### src/rtl/fb_alu_datapath_if.sv
// rtl/fb_alu_datapath_if.sv - sample/result bundle between a sample source and fb_alu_datapath
//
// Purpose : groups the sample stream, operand/op controls and result outputs
//           of the feedback ALU datapath into one connection.
// Signals : in, in_valid, clear, sel_1, sel_2, op   (source -> datapath)
//           out, out_valid, ovf, sticky_ovf, count  (datapath -> consumer)
// Modports: master = sample source side, slave = datapath side.
interface fb_alu_datapath_if #(
   parameter int WIDTH = 16,
   parameter int CNT_W = 8
);
   logic [WIDTH-1:0] in;
   logic             in_valid;
   logic             clear;
   logic [1:0]       sel_1;
   logic [1:0]       sel_2;
   logic [2:0]       op;
   logic [WIDTH-1:0] out;
   logic             out_valid;
   logic             ovf;
   logic             sticky_ovf;
   logic [CNT_W-1:0] count;

   modport master (
      output in, in_valid, clear, sel_1, sel_2, op,
      input  out, out_valid, ovf, sticky_ovf, count
   );

   modport slave (
      input  in, in_valid, clear, sel_1, sel_2, op,
      output out, out_valid, ovf, sticky_ovf, count
   );
endinterface

### src/rtl/fb_alu_datapath.sv
// rtl/fb_alu_datapath.sv - feedback ALU datapath with history register, overflow flags and sample counter
//
// Purpose : every accepted sample is captured in reg_a while the previous
//           result moves to reg_b; a new result is computed from two selected
//           operands (reg_a / reg_b / out / zero) through an 8-op ALU.
// Ports   : clk   - rising-edge clock
//           reset - asynchronous active-low reset
//           bus   - fb_alu_datapath_if.slave (sample in, controls, result out)
// Params  : WIDTH (>=4) datapath width, SAT (1 = saturating add/sub/shl),
//           CNT_W accepted-sample counter width.
module fb_alu_datapath #(
   parameter int WIDTH = 16,
   parameter int SAT   = 0,
   parameter int CNT_W = 8
) (
   input logic              clk,
   input logic              reset,
   fb_alu_datapath_if.slave bus
);
   localparam logic [WIDTH-1:0] SMAX = {1'b0, {(WIDTH-1){1'b1}}};
   localparam logic [WIDTH-1:0] SMIN = {1'b1, {(WIDTH-1){1'b0}}};

   logic [WIDTH-1:0] reg_a_q, reg_a_d;
   logic [WIDTH-1:0] reg_b_q, reg_b_d;
   logic [WIDTH-1:0] out_q, out_d;
   logic             ovf_q, ovf_d;
   logic             sticky_q, sticky_d;
   logic             out_valid_q, out_valid_d;
   logic [CNT_W-1:0] count_q, count_d;

   logic [WIDTH-1:0] l_op, r_op;
   logic [WIDTH-1:0] alu_res;
   logic             alu_ovf;
   logic [WIDTH:0]   sum_ext, diff_ext;

   always_comb begin
      l_op = '0;
      case (bus.sel_1)
         2'b00:   l_op = reg_a_q;
         2'b01:   l_op = reg_b_q;
         2'b10:   l_op = out_q;
         default: l_op = '0;
      endcase
   end

   always_comb begin
      r_op = '0;
      case (bus.sel_2)
         2'b00:   r_op = reg_a_q;
         2'b01:   r_op = reg_b_q;
         2'b10:   r_op = out_q;
         default: r_op = '0;
      endcase
   end

   // One extra sign bit: the true signed result always fits, so overflow is
   // simply "top two bits disagree" and the top bit gives the clamp direction.
   assign sum_ext  = {l_op[WIDTH-1], l_op} + {r_op[WIDTH-1], r_op};
   assign diff_ext = {l_op[WIDTH-1], l_op} - {r_op[WIDTH-1], r_op};

   always_comb begin
      alu_res = l_op;
      alu_ovf = 1'b0;
      case (bus.op)
         3'b000: begin
            alu_ovf = sum_ext[WIDTH] ^ sum_ext[WIDTH-1];
            alu_res = sum_ext[WIDTH-1:0];
            if ((SAT != 0) && alu_ovf)
               alu_res = sum_ext[WIDTH] ? SMIN : SMAX;
         end
         3'b001: begin
            alu_ovf = diff_ext[WIDTH] ^ diff_ext[WIDTH-1];
            alu_res = diff_ext[WIDTH-1:0];
            if ((SAT != 0) && alu_ovf)
               alu_res = diff_ext[WIDTH] ? SMIN : SMAX;
         end
         3'b010: alu_res = l_op & r_op;
         3'b011: alu_res = l_op | r_op;
         3'b100: alu_res = l_op ^ r_op;
         3'b101: alu_res = l_op;
         3'b110: begin
            // Doubling overflows exactly when the sign bit would change.
            alu_ovf = l_op[WIDTH-1] ^ l_op[WIDTH-2];
            alu_res = {l_op[WIDTH-2:0], 1'b0};
            if ((SAT != 0) && alu_ovf)
               alu_res = l_op[WIDTH-1] ? SMIN : SMAX;
         end
         3'b111: alu_res = {l_op[WIDTH-1], l_op[WIDTH-1:1]};
         default: ;
      endcase
   end

   // Clear wins over a simultaneous sample, which is then dropped uncounted.
   always_comb begin
      reg_a_d     = reg_a_q;
      reg_b_d     = reg_b_q;
      out_d       = out_q;
      ovf_d       = ovf_q;
      sticky_d    = sticky_q;
      count_d     = count_q;
      out_valid_d = 1'b0;
      if (bus.clear) begin
         reg_a_d  = '0;
         reg_b_d  = '0;
         out_d    = '0;
         ovf_d    = 1'b0;
         sticky_d = 1'b0;
         count_d  = '0;
      end else if (bus.in_valid) begin
         reg_a_d     = bus.in;
         reg_b_d     = out_q;
         out_d       = alu_res;
         ovf_d       = alu_ovf;
         sticky_d    = sticky_q | alu_ovf;
         count_d     = count_q + CNT_W'(1);
         out_valid_d = 1'b1;
      end
   end

   always_ff @(posedge clk or negedge reset) begin
      if (!reset) begin
         reg_a_q     <= '0;
         reg_b_q     <= '0;
         out_q       <= '0;
         ovf_q       <= 1'b0;
         sticky_q    <= 1'b0;
         count_q     <= '0;
         out_valid_q <= 1'b0;
      end else begin
         reg_a_q     <= reg_a_d;
         reg_b_q     <= reg_b_d;
         out_q       <= out_d;
         ovf_q       <= ovf_d;
         sticky_q    <= sticky_d;
         count_q     <= count_d;
         out_valid_q <= out_valid_d;
      end
   end

   assign bus.out        = out_q;
   assign bus.out_valid  = out_valid_q;
   assign bus.ovf        = ovf_q;
   assign bus.sticky_ovf = sticky_q;
   assign bus.count      = count_q;
endmodule

### src/flat_wrapper.sv
// flat-port wrapper written by rule: the top's interface ports become plain ports
module fb_alu_datapath_flat 
#(
   parameter int WIDTH = 16,
   parameter int SAT   = 0,
   parameter int CNT_W = 8
)
  (clk, reset, bus_in, bus_in_valid, bus_clear, bus_sel_1, bus_sel_2, bus_op, bus_out, bus_out_valid, bus_ovf, bus_sticky_ovf, bus_count);
  fb_alu_datapath_if #(.WIDTH(WIDTH), .CNT_W(CNT_W)) bus_i ();
  input logic clk;
  input logic reset;
  input wire logic [$bits(bus_i.in)-1:0] bus_in;
  input wire logic [$bits(bus_i.in_valid)-1:0] bus_in_valid;
  input wire logic [$bits(bus_i.clear)-1:0] bus_clear;
  input wire logic [$bits(bus_i.sel_1)-1:0] bus_sel_1;
  input wire logic [$bits(bus_i.sel_2)-1:0] bus_sel_2;
  input wire logic [$bits(bus_i.op)-1:0] bus_op;
  output wire logic [$bits(bus_i.out)-1:0] bus_out;
  output wire logic [$bits(bus_i.out_valid)-1:0] bus_out_valid;
  output wire logic [$bits(bus_i.ovf)-1:0] bus_ovf;
  output wire logic [$bits(bus_i.sticky_ovf)-1:0] bus_sticky_ovf;
  output wire logic [$bits(bus_i.count)-1:0] bus_count;
  assign bus_i.in = bus_in;
  assign bus_i.in_valid = bus_in_valid;
  assign bus_i.clear = bus_clear;
  assign bus_i.sel_1 = bus_sel_1;
  assign bus_i.sel_2 = bus_sel_2;
  assign bus_i.op = bus_op;
  assign bus_out = bus_i.out;
  assign bus_out_valid = bus_i.out_valid;
  assign bus_ovf = bus_i.ovf;
  assign bus_sticky_ovf = bus_i.sticky_ovf;
  assign bus_count = bus_i.count;
  fb_alu_datapath #(.WIDTH(WIDTH), .SAT(SAT), .CNT_W(CNT_W)) u_core (.clk(clk), .reset(reset), .bus(bus_i));
endmodule
### config.mk
export PLATFORM = sky130hd
export DESIGN_NAME = fb_alu_datapath_flat
export DESIGN_NICKNAME = d
export VERILOG_FILES = /design/src/rtl/fb_alu_datapath_if.sv /design/src/rtl/fb_alu_datapath.sv /design/src/flat_wrapper.sv
export SDC_FILE = /design/constraint.sdc
export NUM_CORES = 1
export LEC_CHECK = 0
export BUFFER_PORTS_ARGS = -buffer_cell sky130_fd_sc_hd__buf_4
export CAP_MARGIN = 20
export CORE_MARGIN = 2
export CORE_UTILIZATION = 30
export CTS_CLUSTER_DIAMETER = 200
export DETAILED_ROUTE_END_ITERATION = 7
export PLACE_DENSITY = 0.47
export SYNTH_ARGS = -nofsm -noshare
export SYNTH_HDL_FRONTEND = slang
export SYNTH_SLANG_ARGS = --single-unit
### constraint.sdc
create_clock -name clk -period 2.8 [get_ports clk]
set_clock_uncertainty 0.1 [all_clocks]
set_input_delay 0.7 -clock clk [delete_from_list [all_inputs] [get_ports clk]]
set_output_delay 0.7 -clock clk [all_outputs]
set_load 0.03 [all_outputs]
==> flow_summary.ini <==
[floorplan]
coreArea_um2 = 19700
rows = 51
io_pins = 54
start_util = 0.308
design.die.area_um2 = 21300
die_w_um = 146
die_height_um = 146

[layout]
post-route-util = 0.477
mostFrequentLayoutCell = buf_4
syn_to_final_growth_pct = 55.0
n_fill_cell = 1934
final_cell_mix = buf_4 (263), nor2_1 (113), mux2i_1 (64)
nets = 1080
n_antenna_cell = 0
post_route_cells_drive_above_1_share = 0.400

[clock_tree]
cts-root-buf = clkbuf_16
cts_max_level = 3
worstSkewPairLatency_ns = 0.33
tritoncts = built
holdBufCountCts = 0
clkTransAtPathRegs_ns = 0.06
cts.sinks = 59
cts.path.max_buffers = 2
cts_buffers = 9

[setup_path]
crit_buf_inv = 2
end_kind = flip-flop
r2r_slack_ns = -0.29
slowest_stage = fa_2
cp_data_arrival_time_ns = 3.28
reg2reg_depth = 15
crit_fanout = 5
worstPathCellList = clkbuf_16 > nor2b_4 > nand2_2 > o21ai_4 > ha_2 > inv_2 > fa_2 > nor2b_4 > o31ai_4 > a211oi_4 > or2_4 > a31oi_2 > xnor2_2 > a211oi_1 > a211oi_1
startpoint_type = primary input
crit_family = compound AO/OA/AOI/OAI gates
timing.rr.end = u_core.bus.ovf
worstPathRequired_ns = 2.88
cpPeakStageDelay_ns = 0.38
worstSetupPathType = primary input to flip-flop
r2r_start = u_core.reg_a_q[0]

[placement]
port_buffers = 53
gp_congestion = 0.961
dp_hpwl_mm = 18.4

[power_and_ir_drop]
p_total_mw = 3.61
peakVddDrop_mv = 0.292
power_density_nw_per_um2 = 385
p_leak_nw = 4.50

[grt]
grt_pass1_vias = 6962
grt_pass1_wl_mm = 37.9
antenna_found_initial = 0
grt_remaining_overflow = 0
grt_usage = 0.223
grt_max_degree = 60

[sta]
final_max_slew_viol_count = 0
finalCriticalPeriod_ns = 3.19
max_freq_ghz = 0.313
worst_pin_slew_ns = 0.794
hold_viol = 0
timing.final.crit_share = 1.14
timing.hold.ws_ns = 0.355
rsz0062_at_grt = yes
maxSlewHeadroom = 0.471
setup_slack_ns = -0.392
setup_violations = 14

[run_status]
failed_checks = setup timing
run_status = finished, violations left

[drt]
dr.pass1.iters = 5
drt_iter0_drc = 336
routed_wl_mm = 24.1
post-route-drc-count = 0
routedWlPerCell_um = 18.9
ant_nets = 0
via_count = 6758
viasPerCell = 5.30

[synthesis]
yosysSeqAreaShare = 0.244
synth_flop_cell = dfrtp_1
synth_nets = 836
ys_ff_latch = 59
avgSynthCellArea_um2 = 7.94
ys_types = 68
yosys_warnings = 0
synth-async-reset-ratio = 1.00
synth_edf_count = 0
syn-cell-area_um2 = 6050
synth_cells = 762

[job]
drv_cap = 0

[hold_path]
hp-class = primary input to async pin
## worst max path at each step
stage	from	end	slack, ns	depth (start not counted)
after floorplan	bus_sel_1[1]	u_core.bus.ovf	-0.61	16
after global routing	bus_sel_1[1]	u_core.bus.ovf	-0.48	15
final	bus_sel_1[1]	u_core.bus.ovf	-0.39	15
after global placement	bus_sel_1[1]	u_core.bus.sticky_ovf	-0.92	14
after CTS	bus_sel_1[1]	u_core.bus.out[6]	-0.34	16
after detailed placement	bus_sel_1[1]	u_core.bus.ovf	-0.91	14
## cells by family after synthesis
family                     after synthesis  share of synthesized area
AOI/OAI and AO/OA                      241                      0.282
adders and majority gates               47                     0.0996
xor gates and xnor gates                21                     0.0304
DFF                                     59                      0.244
muxes                                   70                      0.117
buffers and inverters                  104                     0.0682
and+or+nand+nor                        220                      0.159
## stage by stage
step	instances	TNS (ns)	instance area, um^2	setup WS [ns]
6_report	1275	-4.10	9380	-0.392
4_1_cts	1268	-3.64	9100	-0.337
5_1_grt	1275	-5.25	9380	-0.475
2_1_floorplan	762	-6.84	6200	-0.615
3_3_place_gp	1242	-10.88	8310	-0.920
3_5_place_dp	1242	-11.23	8310	-0.913
## final cells by class
cell class,instances,area (um^2),share of cell area
multi-input cells,599,4800,0.512
repair buffers,283,2270,0.242
flip-flops and latches,59,1480,0.157
clock inverters,6,66.3,0.00707
inverters,54,205,0.0219
well taps,265,332,0.0353
clock buffers,9,225,0.0240
## timing repair
action                                  CTS  global route
pin swaps                                37            26
endpoints found under the setup margin   15            15
cloned                                    0             2
gates resized for setup                  76            42
buffers inserted                         11             7
## Yosys cell counts (3+ instances only)
cell | instances | area [um^2]
clkbuf_1 | 37 | 139
mux2i_1 | 66 | 661
nor2b_1 | 5 | 31.3
o211ai_1 | 6 | 45.0
a31oi_1 | 9 | 56.3
a21o_1 | 20 | 150
a32o_1 | 4 | 40.0
nor2_1 | 117 | 439
nor4_1 | 3 | 18.8
a21boi_0 | 5 | 37.5
nand3_1 | 9 | 45.0
xnor2_1 | 14 | 123
o31ai_1 | 4 | 30.0
a2bb2oi_1 | 3 | 26.3
nand2_1 | 42 | 158
inv_1 | 51 | 191
nor3b_1 | 3 | 22.5
a211oi_1 | 12 | 90.1
o21ai_0 | 43 | 215
a221oi_1 | 6 | 52.6
o221ai_1 | 6 | 52.6
nor3_1 | 17 | 85.1
xor2_1 | 7 | 61.3
a21oi_1 | 65 | 325
a221o_1 | 3 | 30.0
o22ai_1 | 14 | 87.6
dfrtp_1 | 59 | 1480
mux2_2 | 3 | 33.8
o2bb2ai_1 | 3 | 26.3
or3_1 | 3 | 18.8
ha_1 | 45 | 563
buf_2 | 3 | 15.0
o21bai_1 | 4 | 30.0
o2111ai_1 | 3 | 26.3
o21a_1 | 4 | 30.0
a22oi_1 | 4 | 30.0
nand4_1 | 4 | 25.0
and3_1 | 5 | 31.3
buf_1 | 7 | 26.3
nand2b_1 | 6 | 37.5
## routing by layer
metal	track usage	up-vias	part of all wire
li1	-	3210	-
met1	0.283	3314	0.44
met2	0.390	180	0.49
met3	0.0234	54	0.034
met4	0.0820	0	0.039
met5	0	-	0
## flip-flops by register name (all words and copies together), names as in the netlist
name,count
u_core.bus.count,8
u_core.bus.out,16
u_core.bus.out_valid,1
u_core.bus.ovf,1
u_core.bus.sticky_ovf,1
u_core.reg_a_q,16
u_core.reg_b_q,16
## report_power, final
part | leakage (nW) | total, mW | switching [mW] | internal (mW)
clock | 0.134 | 1.11 | 0.421 | 0.685
sequential | 0.803 | 0.938 | 0.0444 | 0.893
combinational | 3.56 | 1.56 | 0.807 | 0.757
(Power assumes the default switching activity.)
